--- src/rtl/uart_rx.sv ---
// rtl/uart_rx.sv - 8N1 serial receiver with byte strobe, framing error strobe and link activity LED
// Mid-bit sampling from a single down-counter; link LED held for LINKTIME clocks after each byte.
module uart_rx #(
  parameter int OSCRATE  = 12_000_000,
  parameter int BAUDRATE = 9600,
  parameter int LINKTIME = 1_200_000
) (
  input  logic       clk,
  input  logic       rst,
  input  logic       rx,
  output logic [7:0] data,
  output logic       valid,
  output logic       frame_err,
  output logic       link
);

  localparam int DIV  = OSCRATE / BAUDRATE;
  localparam int HALF = DIV / 2;
  localparam int CW   = $clog2(DIV);
  localparam int LW   = $clog2(LINKTIME + 1);

  generate
    if (DIV < 4) begin : g_div_check
      $error("uart_rx: OSCRATE/BAUDRATE must be at least 4");
    end
  endgenerate

  localparam logic [2:0] WAIT_IDLE = 3'd0;
  localparam logic [2:0] IDLE      = 3'd1;
  localparam logic [2:0] START     = 3'd2;
  localparam logic [2:0] DATA      = 3'd3;
  localparam logic [2:0] STOP      = 3'd4;

  logic          rx_m;
  logic          rx_s;
  logic [1:0]    sync_ok;
  logic [2:0]    state;
  logic [CW-1:0] bit_cnt;
  logic [2:0]    bit_idx;
  logic [7:0]    shift;
  logic [LW-1:0] link_cnt;
  logic          sample;

  assign sample = (bit_cnt == '0);

  // sync_ok marks when rx_s reflects the real pin rather than the reset value of the
  // synchronizer, so a line held low through reset is not mistaken for idle.
  always_ff @(posedge clk) begin
    if (rst) begin
      rx_m    <= 1'b1;
      rx_s    <= 1'b1;
      sync_ok <= 2'b00;
    end else begin
      rx_m    <= rx;
      rx_s    <= rx_m;
      sync_ok <= {sync_ok[0], 1'b1};
    end
  end

  always_ff @(posedge clk) begin
    if (rst) begin
      state     <= WAIT_IDLE;
      bit_cnt   <= '0;
      bit_idx   <= '0;
      shift     <= '0;
      data      <= '0;
      valid     <= 1'b0;
      frame_err <= 1'b0;
    end else begin
      valid     <= 1'b0;
      frame_err <= 1'b0;
      if (state == START || state == DATA || state == STOP) begin
        bit_cnt <= sample ? CW'(DIV - 1) : bit_cnt - 1'b1;
      end
      case (state)
        WAIT_IDLE: begin
          if (sync_ok[1] && rx_s) state <= IDLE;
        end
        IDLE: begin
          if (!rx_s) begin
            state   <= START;
            bit_cnt <= CW'(HALF - 1);
          end
        end
        START: begin
          if (sample) begin
            if (rx_s) begin
              state <= IDLE;
            end else begin
              state   <= DATA;
              bit_idx <= '0;
            end
          end
        end
        DATA: begin
          if (sample) begin
            shift   <= {rx_s, shift[7:1]};
            bit_idx <= bit_idx + 1'b1;
            if (bit_idx == 3'd7) state <= STOP;
          end
        end
        STOP: begin
          if (sample) begin
            if (rx_s) begin
              data  <= shift;
              valid <= 1'b1;
              state <= IDLE;
            end else begin
              frame_err <= 1'b1;
              state     <= WAIT_IDLE;
            end
          end
        end
        default: state <= WAIT_IDLE;
      endcase
    end
  end

  // link is registered off the counter so it rises the cycle after valid and
  // stays high for exactly LINKTIME cycles.
  always_ff @(posedge clk) begin
    if (rst) begin
      link_cnt <= '0;
      link     <= 1'b0;
    end else if (valid) begin
      link_cnt <= LW'(LINKTIME - 1);
      link     <= 1'b1;
    end else begin
      link <= (link_cnt != '0);
      if (link_cnt != '0) link_cnt <= link_cnt - 1'b1;
    end
  end

endmodule

--- config.mk ---
export PLATFORM = sky130hd
export DESIGN_NAME = uart_rx
export DESIGN_NICKNAME = d
export VERILOG_FILES = /design/src/rtl/uart_rx.sv
export SDC_FILE = /design/constraint.sdc
export NUM_CORES = 1
export LEC_CHECK = 0
export ABC_AREA = 1
export BUFFER_PORTS_ARGS = -buffer_cell sky130_fd_sc_hd__buf_2
export CAP_MARGIN = 20
export CORE_MARGIN = 3
export CORE_UTILIZATION = 55
export CTS_BUF_LIST = sky130_fd_sc_hd__clkbuf_8
export CTS_CLUSTER_DIAMETER = 100
export DETAILED_ROUTE_END_ITERATION = 8
export GPL_ROUTABILITY_DRIVEN = 0
export PLACE_DENSITY = 0.69
export SYNTH_ARGS = -nofsm -noshare
export SYNTH_HDL_FRONTEND = slang
export SYNTH_SLANG_ARGS = --single-unit
--- constraint.sdc ---
create_clock -name clk -period 1.8 [get_ports clk]
set_clock_uncertainty 0.1 [all_clocks]
set_input_delay 0.18 -clock clk [delete_from_list [all_inputs] [get_ports clk]]
set_output_delay 0.18 -clock clk [all_outputs]
set_load 0.1 [all_outputs]
; Word level (Yosys, flattened, before mapping)
; Index checks and enable logic that the tools add are counted.
[classes]
n_reduce_logical = 14
n_mux = 23
n_addsub = 3
bitwise_logic = 2
n_eq_ne = 12
[op_table]
columns = cell, count
row1 = 2-to-1 mux 11 bit, 4
row2 = 2-to-1 mux 21 bit, 2
row3 = 2-to-1 mux 3 bit, 9
row4 = nonzero test 21 bit, 1
row5 = "subtractor 21 x 1 -> 21 bit, second input constant", 1
row6 = one-hot mux 3 bit (5 select lines), 1
row7 = "inequality test 2 bit, second input constant", 6
row8 = zero test 11 bit, 1
row9 = "subtractor 11 x 1 -> 11 bit, second input constant", 1
row10 = "equality test 3 x 2 -> 1 bit, second input constant", 2
row11 = "equality test 3 bit, second input constant", 2
row12 = one-hot mux 3 bit (2 select lines), 1
row13 = AND reduction 6 bit, 1
row14 = 2-to-1 mux 1 bit, 5
row15 = AND reduction 4 bit, 1
row16 = nonzero test 2 bit, 2
row17 = "adder 3 x 1 -> 3 bit, second input constant", 1
row18 = "equality test 3 x 1 -> 1 bit, second input constant", 1
row19 = zero test 3 bit, 1
row20 = AND reduction 3 bit, 1
row21 = OR reduction 3 bit, 1
row22 = logical OR 1 bit, 2
row23 = 2-to-1 mux 2 bit, 1
row24 = "inequality test 2 x 1 -> 1 bit, second input constant", 1
row25 = other kinds (4), 5
[word_totals]
reg_bits = 61
elab_cells = 68
input_bits = 3
out_inout_bits = 11

; Longest topological paths before layout
; Gate-level depths: netlist of the first run.
[depth]
ltp_word = 6
depth_mapped = 10
depth_no_buf = 9

; Worst setup path after synthesis of the first run
; OpenSTA, ideal clock, no wires.
[synth_path]
kind = register to register
from = register valid
to = register link_cnt[10]
synth_period_minus_slack_ps = 1751
setup_slack_ps = 49
path_stages_with_launch = 4
arrival_time_ps = 1580
setup_time_ps = 70
n_path_buf = 1
t_required_ps = 1630
path_cell_list = dfxtp_1 > inv_1 > clkbuf_1 > a21oi_1
[synth_via]
elab_chain_cells = 1
elab_cells_between_ends = 2
classes_between = mux (1) / reduce/logical (1)
[synth_lines]
columns = element, line
row1 = start: declaration, 12  ; output logic valid,
row2 = start signal: assignment, 67  ; valid <= 1'b0;
row3 = start signal: assignment, 70  ; valid <= 1'b0;
row4 = start signal: assignment, 106  ; valid <= 1'b1;
row5 = 2-to-1 mux 21 bit or nonzero test 2 bit (tied branches), --
row6 = end signal: assignment, 126  ; link_cnt <= LW'(LINKTIME - 1);
row7 = end signal: assignment, 130  ; if (link_cnt != '0) link_cnt <= link_cnt - 1'b1;
row8 = end: declaration, 41  ; logic [LW-1:0] link_cnt;
; Several ways; a longest one is shown, not always the timed one.
; A chain may end at the register's enable or synchronous reset.

; Worst setup path in the final report of the first run
[layout_path]
from = register bit_cnt[7]
to = register shift[7]
[layout_via]
elab_chain_cells = 2
[layout_lines]
columns = element, line
row1 = start: declaration, 38  ; logic [CW-1:0] bit_cnt;
row2 = start signal: assignment, 73  ; bit_cnt <= sample ? CW'(DIV - 1) : bit_cnt - 1'b1;
row3 = start signal: assignment, 82  ; bit_cnt <= CW'(HALF - 1);
row4 = zero test 11 bit, 44  ; assign sample = (bit_cnt == '0);
row5 = AND reduction 2 bit (no line), --
row6 = end signal: assignment, 97  ; shift <= {rx_s, shift[7:1]};
row7 = end: declaration, 40  ; logic [7:0] shift;
; No other way between the ends.

==> impl_results.md, run 1 <==
* Ant. Diodes at 0
* DR vias at around 2600
* Worst R2R Setup Slack at 130 ps
* VDD IR-drop max at 1.08 mV
* TritonCTS Sinks at 61
* Number of fill cells at 474
* Slew HR at 67.6%
* Slew of the pin with the lowest slew margin at 490 ps
* Initial DRC count at 100
* CP endpoint kind: flop
* Vias per std cell at 4.96
* Post-Syn Area per Cell at 6.86 µm²
* Fmax at 0.599 GHz
* Vias in the first global route at 2451
* #FFs+latches synth at 61
* Slew Viols, Final at 0
* Arr. time, crit path at between 1500 and 2000 ps
* Final Power at between 0.006 and 0.007 W
* First-pass GRT wire length at approximately 11000 µm
* Worst path slowest cell: nor3_4
* Critical path buffers and inverters at 1
* RR Startpoint: bit_cnt[7]
* Share of layout cells above drive strength 1 at between 10% and 20%
* Worst path required time at roughly 2000 ps
* Tcrit/Tclk final at 92.7%
* Fin. Hold Viols at 0
* Synth warn at 0
* Critical Path Max Stage Delay at about 360 ps
* Post-CTS setup buffer count at 0
* Total Routing Usage GR at 21.2%
* Synth Instances at 427
* Global route total overflow at 0
* Fin nets at around 460
* Unrepaired setup endpoints after global routing: false
* Reg2Reg Depth at 7
* Crit Path Class: reg -> reg
* Non-Filler Instances at 522
* Top Ports at 14
* Clk buf depth at 2
* CP most frequent cell: nand2_1
* Reg-to-reg endpoint: shift[7]
* CP delay by family, top: simple AND/OR/NAND/NOR gates
* DRC Markers at 0
* Setup Viol. Count Final at 0
* Port Buffer Count at 13
* Hold Crit Start: rst
* Layout area overhead at 12.9%
* DRT Wirelength at just under 6000 µm
* Cell area after synthesis at 2930 µm²
* Synth cell types at 26
* PD cells at 1970 nW/µm²
* Die Height at 79.0 µm
* Starting density of the core at 59.3%
* Row Count at 25
* DP Cell Count at 505
* Final min period at 1670 ps
* Critical path launch point type: flop
* Die area at 6240 µm²
* Fin Hold WS at approximately 55 ps
* Clock slew at reported path FFs at 70 ps
* Final instance area at around 3300 µm²
* Crit path max fanout at 11
* Setup crit start: bit_cnt[7]
* TritonRoute pass-1 iters at 4
* Hold Crit Class: in -> reg
* Critical Path Sink: shift[7]
* Placed cell areas at a little over 3000 µm²
* HPWL after DPL at 4360 µm
* Levels on crit path at 7
* Initial antenna violation count at 0
* Routed len/inst at 11.3 µm
* Clock buffer count from CTS at 9
* CTS tree: yes
* Maximum Capacitance Violations at 0
* Post-route ant nets at 0
* CP Cell Sequence: nor2_1 > nand2_1 > nor3_4 > nand2_4 > inv_4 > nand2_1 > a21oi_1
* Static leakage at 1.58 nW
* Syn_nets at 436
* Latest clock arrival within the worst-skew pair at 330 ps
* Total number of H-tree levels at 3
* Largest net degree at the start of global routing at 32
* Total core area at roughly 4900 µm²
* Status: completed
* Post-synthesis sequential area ratio at 41.7%
* Die W at 79.0 µm
* Total Neg Setup Slack at 0 ps
* Root buffer cell: clkbuf_8
==> how the worst min path moves through the flow <==
stage          cells after the start          to
4_1_cts                            4  bit_cnt[4]
2_1_floorplan                      1        link
5_1_grt                            4  bit_cnt[4]
3_5_place_dp                       2        rx_m
6_report                           4  bit_cnt[4]
3_3_place_gp                       2        rx_m
==> layout by cell type, fill, tap and decap left out <==
cell type / count
nand3b_1: 1
clkinv_2: 3
inv_4: 1
nor3_4: 1
buf_4: 8
inv_1: 50
dlygate4sd3_1: 1
ha_1: 6
nand2_1: 103
bufinv_16: 2
o21a_1: 1
nor3_1: 5
nand2_4: 2
dfxtp_1: 61
or2_2: 10
buf_2: 13
xnor2_1: 2
nand3_1: 34
o21ai_1: 2
nand3_2: 1
nor2_4: 1
clkbuf_8: 9
nor4_1: 1
nor2_1: 72
a21oi_1: 36
xor2_1: 11
nor2_2: 1
o21ai_0: 11
nand4_1: 6
==> synthesized netlist by cell type <==
cell type    n  area share [%]
a21oi_1     36             6.2
buf_2        2            0.34
buf_6        2            0.77
clkbuf_1     6            0.77
dfxtp_1     61              42
ha_1         6             2.6
inv_1       48             6.2
inv_2        1            0.13
nand2_1    103              13
nand2_2      1            0.21
nand2_4      1            0.38
nand3_1     34             5.8
nand3_2      1            0.34
nand3b_1     1            0.26
nand4_1      6             1.3
nor2_1      72             9.2
nor2_2       1            0.21
nor2_4       1            0.38
nor3_1       5            0.85
nor3_4       1            0.56
nor4_1       1            0.21
o21a_1       1            0.26
o21ai_0     13             2.2
or2_2       10             2.1
xnor2_1      2            0.60
xor2_1      11             3.3
==> timing repair <==
| item | in CTS | in global routing |
|---|---|---|
| endpoints found under the setup margin | 0 | 19 |
| hold endpoints to repair | 1 | 0 |
| gates resized for setup | 0 | 4 |
| hold buffers | 1 | 0 |
==> layout make-up <==
type                            instances  area, µm²  share of cell area, %
Tap cell                               67       83.8                   2.53
Clock buffer                            9        124                   3.75
Multi-Input combinational cell        307       1470                   44.6
Timing Repair Buffer                   22        135                   4.09
Inverter                               49        186                   5.64
Sequential cell                        61       1220                   36.9
Clock inverter                          7       82.6                   2.50
==> through the flow <==
step,utilization [%],setup WS [ps]
after floorplan,-,49.1
after global placement,62.4,143
after detailed placement,62.4,79.8
after CTS,66.8,69.0
after global routing,66.9,7.67
final,66.9,131
==> where the power goes <==
group          leakage (nW)  switching [W]  internal (W)
clock                 0.115       0.000499      0.000761
combinational         0.970        0.00210       0.00121
sequential            0.498       0.000279       0.00168
total                  1.58        0.00287       0.00365
==> state kept, by name, summed over array words and instances (netlist names) <==
signal,cells
link_cnt,21
bit_cnt,11
data,8
shift,8
bit_idx,3
state,3
sync_ok,2
frame_err,1
link,1
rx_m,1
rx_s,1
valid,1
==> tightest hold or removal path: stages <==
cell and delay (ps):
buf_2 80, inv_1 80, nand2_1 70, inv_1 30
==> kinds of logic (layout without fill, tap and decap cells) <==
| group | count (synthesis) | after routing | synth area share (%) |
|---|---|---|---|
| AND/OR/NAND/NOR | 238 | 238 | 35.1 |
| flip-flops | 61 | 61 | 41.7 |
| buffers and inverters | 59 | 87 | 8.16 |
| AO/OA/AOI/OAI | 50 | 50 | 8.63 |
| XOR/XNOR | 13 | 13 | 3.89 |
| adder cells (fa/ha/maj) | 6 | 6 | 2.56 |
==> routing by layer <==
metal / vias to the layer above / share of wire (%) / global-route usage, %
met2: 22 / 50 / 39.0
met5: - / 0 / 0
met1: 1167 / 46 / 23.3
met3: 9 / 2.3 / 5.10
li1: 1391 / - / -
met4: 0 / 1.2 / 8.42
Note: power is estimated with default switching activity, not from simulation.
==> inputs of run 2 (changes only) <==
--- a/config.mk
+++ b/config.mk
@@ -9,12 +9,12 @@
 export BUFFER_PORTS_ARGS = -buffer_cell sky130_fd_sc_hd__buf_2
 export CAP_MARGIN = 20
 export CORE_MARGIN = 3
-export CORE_UTILIZATION = 55
+export CORE_UTILIZATION = 51
 export CTS_BUF_LIST = sky130_fd_sc_hd__clkbuf_8
 export CTS_CLUSTER_DIAMETER = 100
 export DETAILED_ROUTE_END_ITERATION = 8
 export GPL_ROUTABILITY_DRIVEN = 0
-export PLACE_DENSITY = 0.69
+export PLACE_DENSITY = 0.64
 export SYNTH_ARGS = -nofsm -noshare
 export SYNTH_HDL_FRONTEND = slang
 export SYNTH_SLANG_ARGS = --single-unit
==> constraint.sdc (replaced) <==
create_clock -name clk -period 1.8 [get_ports clk]
set_clock_uncertainty 0.1 [all_clocks]
set_input_delay 0.09 -clock clk [delete_from_list [all_inputs] [get_ports clk]]
set_output_delay 0.09 -clock clk [all_outputs]
set_load 0.1 [all_outputs]
==> impl_results.md, run 2 (synthesis results as in run 1) <==
* Clk buf depth at 2 (unchanged)
* CP endpoint kind: flop (unchanged)
* Most frequent cells in the layout: nand2_1 (103), nor2_1 (72), dfxtp_1 (61) (unchanged)
* Non-Filler Instances at 529 (was 522)
* Fmax at 0.613 GHz (was 0.599 GHz)
* Fin nets at 463 (was 459)
* Total number of H-tree levels at 3 (unchanged)
* Layout area overhead at 15.0% (was 12.9%)
* Clock slew at reported path FFs at 70 ps (about the same)
* Root buffer cell: clkbuf_8 (unchanged)
* PD cells at 2010 nW/µm² (was 1970 nW/µm²)
* Maximum Capacitance Violations at 0 (unchanged)
* Clock buffer count from CTS at 9 (unchanged)
* VDD IR-drop max at 1.02 mV (was 1.08 mV)
* Port Buffer Count at 13 (unchanged)
* Final min period at 1630 ps (was 1670 ps)
* Critical path launch point type: flop (unchanged)
* Share of layout cells above drive strength 1 at 12.2% (was 11.4%)
* Status: completed (unchanged)
* RR Startpoint: bit_cnt[7] (unchanged)
* Number of fill cells at 511 (was 474)
* Most common cell after layout, fill and taps aside: nand2_1 (unchanged)
* Largest net degree at the start of global routing at 28 (was 32)
* Reg2Reg Depth at 8 (was 7)
* Vias per std cell at 4.99 (was 4.96)
* Worst path required time at 1960 ps (was 1970 ps)
* Setup Viol. Count Final at 0 (unchanged)
* Post-route ant nets at 0 (unchanged)
* Initial antenna violation count at 0 (unchanged)
* Total core area at 5340 µm² (was 4940 µm²)
* Hold depth at 1 (was 4)
* Row Count at 26 (was 25)
* Static leakage at 1.61 nW (was 1.58 nW)
* Largest Register: link_cnt (unchanged)
* Die area at 6690 µm² (was 6240 µm²)
* TritonCTS Sinks at 61 (unchanged)
* DRC Markers at 0 (unchanged)
* Total Routing Usage GR at 21.0% (was 21.2%)
* Die Height at 81.8 µm (was 79.0 µm)
* Setup WS pre-CTS at 67.0 ps (was 79.8 ps)
* DRT Wirelength at 6260 µm (was 5900 µm)
* Final Power at 0.00677 W (was 0.00652 W)
* Final setup margin at 168 ps (was 131 ps)
* Hold endpoint: rx_s (was bit_cnt[4])
* Fin. Hold Viols at 0 (unchanged)
* TritonRoute pass-1 iters at 4 (unchanged)
* Slew of the pin with the lowest slew margin at 504 ps (was 490 ps)
* Crit Path Class: reg -> reg (unchanged)
* Tcrit/Tclk final at 90.7% (was 92.7%)
* Top Ports at 14 (unchanged)
* Unrepaired setup endpoints after global routing: false (unchanged)
* Ant. Diodes at 0 (unchanged)
* Reg-to-reg endpoint: shift[7] (unchanged)
* CTS tree: yes (unchanged)
* Largest register FFs at 21 (unchanged)
* First-pass GRT wire length at 10800 µm (was 10500 µm)
* Routed len/inst at 11.8 µm (was 11.3 µm)
* Final instance area at 3370 µm² (was 3310 µm²)
* HPWL after DPL at 4570 µm (was 4360 µm)
* Worst R2R Setup Slack at 170 ps (was 130 ps)
* Vias in the first global route at 2402 (was 2451)
* DP Cell Count at 509 (was 505)
* Arr. time, crit path at 1790 ps (was 1840 ps)
* Total Neg Setup Slack at 0 ps (unchanged)
* Slew Viols, Final at 0 (unchanged)
* Placed cell areas at 3090 µm² (was 3080 µm²)
* Die W at 81.8 µm (was 79.0 µm)
* Initial DRC count at 172 (was 100)
* Global route total overflow at 0 (unchanged)
* Latest clock arrival within the worst-skew pair at 330 ps (about the same)
* DR vias at 2640 (was 2589)
* Largest regs: link_cnt x21, bit_cnt x11 (unchanged)
* Hold Crit Class: reg -> reg (was in -> reg)
* Hold Crit Start: rx_m (was rst)
* Crit path max fanout at 11 (unchanged)
* Starting density of the core at 54.9% (was 59.3%)
* Slew HR at 66.6% (was 67.6%)
-- run 2: cell count changes in the layout (fill, tap and decap cells not counted) --
| cell | before | now |
|---|---|---|
| o21ai_1 | 2 | 0 |
| o21ai_0 | 11 | 13 |
| clkbuf_8 | 9 | 11 |
| dlygate4sd3_1 | 1 | 2 |
| nor2_4 | 1 | 2 |
| nor2_2 | 1 | 0 |
| inv_1 | 50 | 49 |
| buf_4 | 8 | 11 |
| clkinv_2 | 3 | 2 |
-- run 2: final cells by class --
| class | instances | area (µm²) | share of cell area, % |
|---|---|---|---|
| Clock buffer | 11 | 151 | 4.50 |
| Multi-Input combinational cell | 307 | 1480 | 43.9 |
| Sequential cell | 61 | 1220 | 36.3 |
| Tap cell | 70 | 87.6 | 2.60 |
| Inverter | 49 | 186 | 5.54 |
| Clock inverter | 5 | 73.8 | 2.19 |
| Timing Repair Buffer | 26 | 168 | 4.98 |
-- run 2: how the worst max path moves through the flow --
stage / start / to / slack (ps)
floorplan: valid / link_cnt[10] / 50
global placement: bit_cnt[0] / data[1] / 150
detailed placement: bit_cnt[0] / data[2] / 70
CTS: bit_cnt[0] / data[2] / 60
global route: bit_cnt[7] / shift[7] / 3
finish: bit_cnt[7] / shift[7] / 170
-- run 2: critical path, stage by stage, from the launching register on --
cell	delay, ps
dfxtp_1	330
nor2_1	180
nand2_1	150
nor3_4	210
buf_4	170
nand2_4	100
inv_4	130
nand2_1	60
a21oi_1	130
-- run 2: per-layer routing --
metal	vias to the layer above	wire, µm	GRT usage [%]
met5	-	0	0
met1	1187	3350	30.1
met2	42	2580	30.9
li1	1399	-	-
met4	0	123	8.97
met3	12	205	3.62
-- run 2: per-stage QoR --
stage | utilization, % | hold slack [ps]
2_1_floorplan | - | 73.9
3_3_place_gp | 58.0 | 174
3_5_place_dp | 58.0 | 177
4_1_cts | 62.6 | 311
5_1_grt | 63.1 | 333
6_report | 63.1 | 310
-- run 2: power by group --
group	total [W]	leakage, nW	switching (W)	internal (W)
Sequential	0.00195	0.498	0.000273	0.00168
Clock	0.00136	0.121	0.000517	0.000846
Combinational	0.00346	0.991	0.00217	0.00128
Total	0.00677	1.61	0.00296	0.00381
-- run 2: repair_timing --
action | 4_1_cts | 5_1_grt
resized for setup | 0 | 3
hold buffers | 2 | 0
endpoints found under the setup margin | 0 | 21
buffers inserted | 0 | 2
hold endpoints to repair | 5 | 0
